`src/rtl/load_store_unit.sv`:
```
// Load/store unit: one CPU access per request, range/alignment fault checks, load extension.
// Optional LSU_MISALIGN_SPLIT_EN executes misaligned in-range accesses as ascending byte accesses.
module load_store_unit #(
  parameter int unsigned ADDR_LIMIT = 8192
) (
  input  logic        clk,
  input  logic        reset,
  input  logic        req_valid,
  output logic        req_ready,
  input  logic        req_write,
  input  logic [1:0]  req_size,
  input  logic        req_unsigned,
  input  logic [31:0] req_addr,
  input  logic [31:0] req_wdata,
  output logic        resp_valid,
  output logic [31:0] resp_rdata,
  output logic        resp_fault,
  output logic [31:0] mem_address,
  output logic [31:0] mem_write_data,
  output logic        mem_write,
  output logic        mem_read,
  output logic [1:0]  mem_size,
  input  logic [31:0] mem_read_data
);

`ifdef LSU_MISALIGN_SPLIT_EN
  localparam bit SplitEn = 1'b1;
`else
  localparam bit SplitEn = 1'b0;
`endif

  typedef enum logic [1:0] {IDLE, ACCESS, SPLIT, RESP} state_t;

  state_t      state_q, state_d;
  logic        wr_q, uns_q, fault_q;
  logic [1:0]  size_q, cnt_q;
  logic [31:0] addr_q, wdata_q, rdata_q, asm_q, asm_next;
  logic        accept, aligned, in_range, split_last;
  logic [2:0]  req_nb;

  function automatic logic [31:0] extend(input logic [31:0] d, input logic [1:0] s,
                                         input logic u);
    case (s)
      2'b00:   extend = {{24{~u & d[7]}}, d[7:0]};
      2'b01:   extend = {{16{~u & d[15]}}, d[15:0]};
      default: extend = d;
    endcase
  endfunction

  assign req_ready = (state_q == IDLE);
  assign accept    = req_valid && req_ready;
  assign req_nb    = (req_size == 2'b00) ? 3'd1 : (req_size == 2'b01) ? 3'd2 : 3'd4;
  // 33-bit sum so addresses near 2^32 cannot wrap back into range
  assign in_range  = ({1'b0, req_addr} + {30'b0, req_nb}) <= {1'b0, ADDR_LIMIT};
  assign aligned   = (req_size == 2'b00) ? 1'b1 :
                     (req_size == 2'b01) ? ~req_addr[0] : (req_addr[1:0] == 2'b00);
  assign split_last = (cnt_q == ((size_q == 2'b01) ? 2'd1 : 2'd3));

  always_comb begin
    asm_next = asm_q;
    asm_next[{cnt_q, 3'b000} +: 8] = mem_read_data[7:0];
  end

  always_comb begin
    state_d = state_q;
    case (state_q)
      IDLE: if (accept) begin
        if (!in_range)    state_d = RESP;
        else if (aligned) state_d = ACCESS;
        else if (SplitEn) state_d = SPLIT;
        else              state_d = RESP;
      end
      ACCESS:  state_d = RESP;
      SPLIT:   if (split_last) state_d = RESP;
      default: state_d = IDLE;
    endcase
  end

  always_comb begin
    mem_read       = 1'b0;
    mem_write      = 1'b0;
    mem_address    = 32'h0;
    mem_write_data = 32'h0;
    mem_size       = 2'b00;
    if (state_q == ACCESS) begin
      mem_read       = ~wr_q;
      mem_write      = wr_q;
      mem_address    = addr_q;
      mem_write_data = wdata_q;
      mem_size       = (size_q == 2'b11) ? 2'b10 : size_q;
    end else if (state_q == SPLIT) begin
      mem_read       = ~wr_q;
      mem_write      = wr_q;
      mem_address    = addr_q + {30'b0, cnt_q};
      mem_write_data = {24'h0, wdata_q[{cnt_q, 3'b000} +: 8]};
    end
  end

  assign resp_valid = (state_q == RESP);
  assign resp_fault = resp_valid && fault_q;
  assign resp_rdata = resp_valid ? rdata_q : 32'h0;

  always_ff @(posedge clk or negedge reset) begin
    if (!reset) begin
      state_q <= IDLE;
      wr_q    <= 1'b0;
      uns_q   <= 1'b0;
      fault_q <= 1'b0;
      size_q  <= 2'b00;
      cnt_q   <= 2'b00;
      addr_q  <= 32'h0;
      wdata_q <= 32'h0;
      rdata_q <= 32'h0;
      asm_q   <= 32'h0;
    end else begin
      state_q <= state_d;
      case (state_q)
        IDLE: if (accept) begin
          wr_q    <= req_write;
          uns_q   <= req_unsigned;
          size_q  <= req_size;
          addr_q  <= req_addr;
          wdata_q <= req_wdata;
          fault_q <= !in_range || (!aligned && !SplitEn);
          cnt_q   <= 2'b00;
          rdata_q <= 32'h0;
          asm_q   <= 32'h0;
        end
        ACCESS: if (!wr_q) rdata_q <= extend(mem_read_data, size_q, uns_q);
        SPLIT: begin
          cnt_q <= cnt_q + 2'd1;
          if (!wr_q) begin
            asm_q <= asm_next;
            if (split_last) rdata_q <= extend(asm_next, size_q, uns_q);
          end
        end
        default: ;
      endcase
    end
  end

endmodule
```
`config.mk`:
```
export PLATFORM = sky130hd
export DESIGN_NAME = load_store_unit
export DESIGN_NICKNAME = d
export VERILOG_FILES = /design/src/rtl/load_store_unit.sv
export SDC_FILE = /design/constraint.sdc
export NUM_CORES = 1
export LEC_CHECK = 0
export ABC_AREA = 0
export CAP_MARGIN = 20
export CORE_MARGIN = 1.5
export CORE_UTILIZATION = 54
export DETAILED_ROUTE_END_ITERATION = 10
export PLACE_DENSITY = 0.82
export SYNTH_ARGS = -nofsm -noshare
export SYNTH_HDL_FRONTEND = slang
export SYNTH_SLANG_ARGS = --single-unit
```
`constraint.sdc`:
```
create_clock -name clk -period 10.1 [get_ports clk]
set_clock_uncertainty 0.2 [all_clocks]
set_input_delay 2.02 -clock clk [delete_from_list [all_inputs] [get_ports clk]]
set_output_delay 2.02 -clock clk [all_outputs]
set_load 0.05 [all_outputs]
```
==> impl_metrics.ini <==
[clock_network]
post_cts_buffers = 0
cts_buffer_depth = 2
clock-sinks = 137
hold_buffers = 0
cts_resized = 0
cts_root_buf = clkbuf_16
clk_latency_ps = 420
tritoncts = built
cts-buffers-inserted = 17
h-tree-depth = 4
path_clk_slew_ps = 60

[yosys]
syn_area_um2 = 8297
yosys_warnings = 0
yosys_register_bits = 137
synth_seq_area_share_pct = 41.32
syn_inst = 852
ys_top_cells_by_area = dfrtp_1, mux2_2, and2_1, a22o_1, nand2_1
async_flop_share_pct = 100.0
synth.net_count = 972
avgSynthCellArea_um2 = 9.738
synthFlopType = dfrtp_1
synth-edff-count = 0
synth_cell_types = 59
yosysTopAreaCellShare_pct = 41.32
yosysTopAreaCell = dfrtp_1

[worst_hold_path]
hold_start = rdata_q[5]$_DFFE_PN0P_
hp-class = reg -> reg

[layout]
multi_input_area_um2 = 4571
fin_area_um2 = 11070
antenna_cells = 0
seq_area_um2 = 3428
fill_cells = 1111
layout_common_cells = clkdlybuf4s50_1, dfrtp_1, nand2_1
area_growth_pct = 33.43
nets = 1153
final_common_cell = clkdlybuf4s50_1
drive_above_1_share_pct = 12.15

[die]
start_util_pct = 54.98
dieArea_um2 = 16120
core_region_area_um2 = 15090
die_h_um = 127.0
ios = 206
fp.dieW_um = 127.0
num_rows = 45

[worst_setup_path]
crit_fanout = 18
setup.worst_path.class = reg -> out
required_ps = 7880
critPathMaxStageDelay_ps = 870
reg2reg_from = cnt_q[0]$_DFFE_PN0P_
critPathCaptureType = primary output
cp-start-kind = flop
crit_buf_inv = 1
cp_cell_sequence = ha_1 -> fa_1 -> nand2_1 -> nor3_1 -> nand2_1 -> nor2_1 -> nand4_1 -> xor2_1 -> nor2_1 -> clkdlybuf4s50_1
startpoint = cnt_q[0]$_DFFE_PN0P_
cp_top_family = simple AND/OR/NAND/NOR gates
worstPathArrival_ps = 4410
crit_slowest_cell = dfrtp_1

[drt]
route.detailed.drc = 0
initialDrtViolationCount = 478
ant_nets = 0
via_per_inst = 5.872
num_vias = 7240
wl_per_cell_um = 17.87
totalWireLength_um = 22040
dr.pass1.iters = 5

[sta]
rsz0062_at_grt = false
slew_violations = 0
setup_viol = 0
finalHoldViolCount = 0
finalCriticalPeriod_ps = 6630
fmax_ghz = 0.1508
tns_ps = 0
post-route-period-util_pct = 65.65
slew_headroom_pct = 37.15
tightest_slew_ps = 942.7

[grt]
grt_pass1_vias = 6967
overflow = 0
grt_max_degree = 89
grt_usage_pct = 27.55
grt_pass1_wl_um = 35440
antenna_found_initial = 0

[place]
dp_hpwl_um = 15670
routabilityCongestion = 0.8643
place_area_um2 = 10440
portBuffers = 205

[run]
drv_cap = 0

[pwr]
power.density_nw_per_um2 = 326.3
irDropWorstVdd_uv = 284.9
p_leak_nw = 4.593

[status]
run_status = finished clean
## where the power goes
group	switching, W	internal (W)	total, W
Combinational	0.00126	0.000769	0.00203
Sequential	0.000183	0.000745	0.000928
Clock	0.000239	0.000415	0.000654
## flip-flops by register name (all words and copies together) (netlist names)
signal	flops
asm_q	32
addr_q	32
rdata_q	32
wdata_q	32
fault_q	1
uns_q	1
wr_q	1
size_q	2
state_q	2
cnt_q	2
## cells by family after synthesis
family          share of synthesized area, %
simple gates                           19.26
compound gates                         17.21
flops                                  41.32
mux                                    11.88
buf+inv                                3.680
xor+xnor                               3.906
fa+ha+maj                              2.745
## cell usage after synthesis, types with 9 or more instances
cell type,n
nor3_1,9
o21ai_0,59
mux2_2,68
clkbuf_1,39
a21oi_1,17
and2_1,62
nand2_1,84
nand3_1,19
ha_1,15
nand4_1,10
dfrtp_1,137
xor2_1,21
nor2b_1,20
a221oi_1,16
inv_1,25
a22o_1,43
a22oi_1,16
a21o_1,25
nor2_1,46
xnor2_1,16
## final timing paths
| kind | endpoint | depth (start not counted) | slack [ps] |
|---|---|---|---|
| setup / recovery | mem_address[24] | 10 | 3470 |
| hold / removal | rdata_q[5]$_DFFE_PN0P_ | 2 | 270 |
| setup reg to reg | rdata_q[27]$_DFFE_PN0P_ | 10 | 6110 |
| hold reg to reg | rdata_q[5]$_DFFE_PN0P_ | 2 | 270 |
| max in group asynchronous | wdata_q[25]$_DFFE_PN0P_ | 2 | 7080 |
| min in group asynchronous | rdata_q[27]$_DFFE_PN0P_ | 1 | 1430 |
## routing by layer
| layer | up-vias | GRT usage, % | routed length (µm) |
|---|---|---|---|
| li1 | 3433 | - | - |
| met3 | 45 | 4.597 | 1118 |
| met2 | 251 | 44.47 | 10380 |
| met5 | - | 0 | 0 |
| met4 | 0 | 10.16 | 537 |
| met1 | 3511 | 37.60 | 10010 |
## through the flow
| step | cells | setup WS (ps) | hold slack [ps] | power [W] | util (%) |
|---|---|---|---|---|---|
| after floorplan | 852 | 5166 | 240.9 | 0.002348 | - |
| after global placement | 1199 | 4001 | 255.0 | 0.002918 | 69.07 |
| after detailed placement | 1200 | 3911 | 263.5 | 0.002960 | 69.17 |
| after CTS | 1231 | 3468 | 276.7 | 0.003622 | 73.28 |
| after global routing | 1233 | 3050 | 302.3 | 0.003801 | 73.37 |
| final | 1233 | 3470 | 271.6 | 0.003612 | 73.37 |
## worst register-to-register path, delay by kind of cell, from the launching register on
family	cells	cell delay, ps
AOI/OAI and AO/OA	6	1690
adders and majority gates	1	400
buffers and inverters	1	230
DFF	1	870
and+or+nand+nor	2	520
## cell type report
cell class	instances	share of cell area, %
Multi-Input combinational cell	638	41.29
Timing Repair Buffer	213	19.13
Inverter	26	0.8816
Clock buffer	22	4.374
Sequential cell	137	30.97
Clock inverter	9	1.232
Tap cell	188	2.125
Note: power is estimated with default switching activity, not from simulation.
==> RTL edit: new RTL, same flow settings <==
The option `LSU_MISALIGN_SPLIT_EN` is turned on by a define.
--- a/src/rtl/load_store_unit.sv
+++ b/src/rtl/load_store_unit.sv
@@ -1,5 +1,7 @@
 // Load/store unit: one CPU access per request, range/alignment fault checks, load extension.
 // Optional LSU_MISALIGN_SPLIT_EN executes misaligned in-range accesses as ascending byte accesses.
+`define LSU_MISALIGN_SPLIT_EN
+
 module load_store_unit #(
   parameter int unsigned ADDR_LIMIT = 8192
 ) (
Behaviour: not the same (Yosys sat finds a counterexample within 4 cycles, from zero or initial values and one cycle with reset low).
==> RTL edit against the unedited design <==
Synthesized cell count rose by 0.59%. Worst hold slack improved by 0.0013 ns. Wire length up 2.1%. Synthesized area fell by 0.11%. Critical path depth increased by 1. Power increased by 4.7%. Largest cell class unchanged. First-iteration DRC count is 7.9% higher. Worst setup slack worse by 0.22 ns. Global-route usage is 1.1 points higher. Design area increased by 1.0%. Sequential cell count unchanged. Combinational power is 3% higher. Critical endpoint is now mem_address[20].
==> RTL edit: results <==
{
  "synth_compound_area_share_pct": 17.3,
  "post_cts_buffers": 0,
  "drtIter0Drc": 516,
  "wl_um": 22500,
  "worst-r2r-setup-slack_ns": 5.68,
  "multi_input_area_share_pct": 41.3,
  "synth-seq-area-share_pct": 41.4,
  "antenna_found_initial": 0,
  "m1WireLength_um": 9520,
  "synthXorXnorAreaFrac_pct": 3.80,
  "crit_fanout": 16,
  "hpwlAfterDp_um": 15800,
  "grt_usage_pct": 28.7,
  "status": "complete, no violations",
  "p_leak_nw": 4.65,
  "syn_avg_cell_area_sq_um": 9.67,
  "gp_congestion": 0.842,
  "yosys_most_used_dff": "dfrtp_1",
  "worstHoldStart": "rdata_q[7]",
  "r2r-end": "rdata_q[23]",
  "ys_ff_latch": 137,
  "rr_worst_depth": 10,
  "dr_wl_met3_um": 1320,
  "grt_pass1_vias": 7076,
  "clk_pin_slew_ns": 0.06,
  "ir_drop_uv": 253,
  "critPathMaxStageDelay_ns": 0.83,
  "crit_end": "mem_address[20]",
  "powerComb_mw": 2.09,
  "post-place-cells": 1213,
  "ys_top_cells_by_area": "dfrtp_1, mux2_2, a22o_1",
  "final-nonclk-buf-share_pct": 19.0,
  "nFillCells": 1107,
  "grt_pass1_wl_um": 36500,
  "holdPathEnd": "rdata_q[7]",
  "num-multi-input-gates": 654,
  "wl_per_cell_um": 18.0,
  "met2_length_um": 11100,
  "netlist_top_cells_count": "dfrtp_1, nand2_1, mux2_2",
  "synth_nets": 976,
  "pg_clk_mw": 0.724,
  "avgViaCountPerCell": 5.87,
  "post_route_cells_drive_above_1_share_pct": 13.0,
  "inverters": 22,
  "buffers": 214,
  "powerDensity_nw_per_um2": 338,
  "worst_slew_pin_slew_ns": 1.08,
  "synth.distinct_cells": 68,
  "power.switching_fraction_pct": 45.8,
  "clock_area_share_pct": 6.13,
  "synth_fa_ha_area_share_pct": 2.60
}
-- RTL edit: changes by cell type after synthesis, sizes merged, moves of 6 or more --
cell,unedited run,this run
nand2,84,102
a22oi,16,0
o211ai,0,16
a21oi,17,29
nor2b,20,30
a21o,25,17
a221oi,16,8
o31ai,8,0
xnor2,16,10
-- RTL edit: worst max-delay path: cells and delay by family (launching register included) --
kind | cells | cell delay (ns)
XOR/XNOR | 1 | 0.19
adder cells (fa/ha/maj) | 2 | 0.56
buffers and inverters | 1 | 0.80
flip-flops | 1 | 0.83
AND/OR/NAND/NOR | 7 | 1.83
-- RTL edit: layer usage --
metal  GRT usage [%]  up-vias
li1                -     3445
met1            37.5     3582
met2            47.8      248
met3            6.03       42
met4            9.49        0
met5               0        -
-- RTL edit: metrics by stage --
stage,setup WS [ns],utilization (%),area (sq um)
after detailed placement,3.71,69.4,10500
after floorplan,4.76,-,8290
after global placement,3.81,69.4,10500
after CTS,3.23,74.0,11200
final,3.25,74.1,11200
after global routing,2.88,74.1,11200
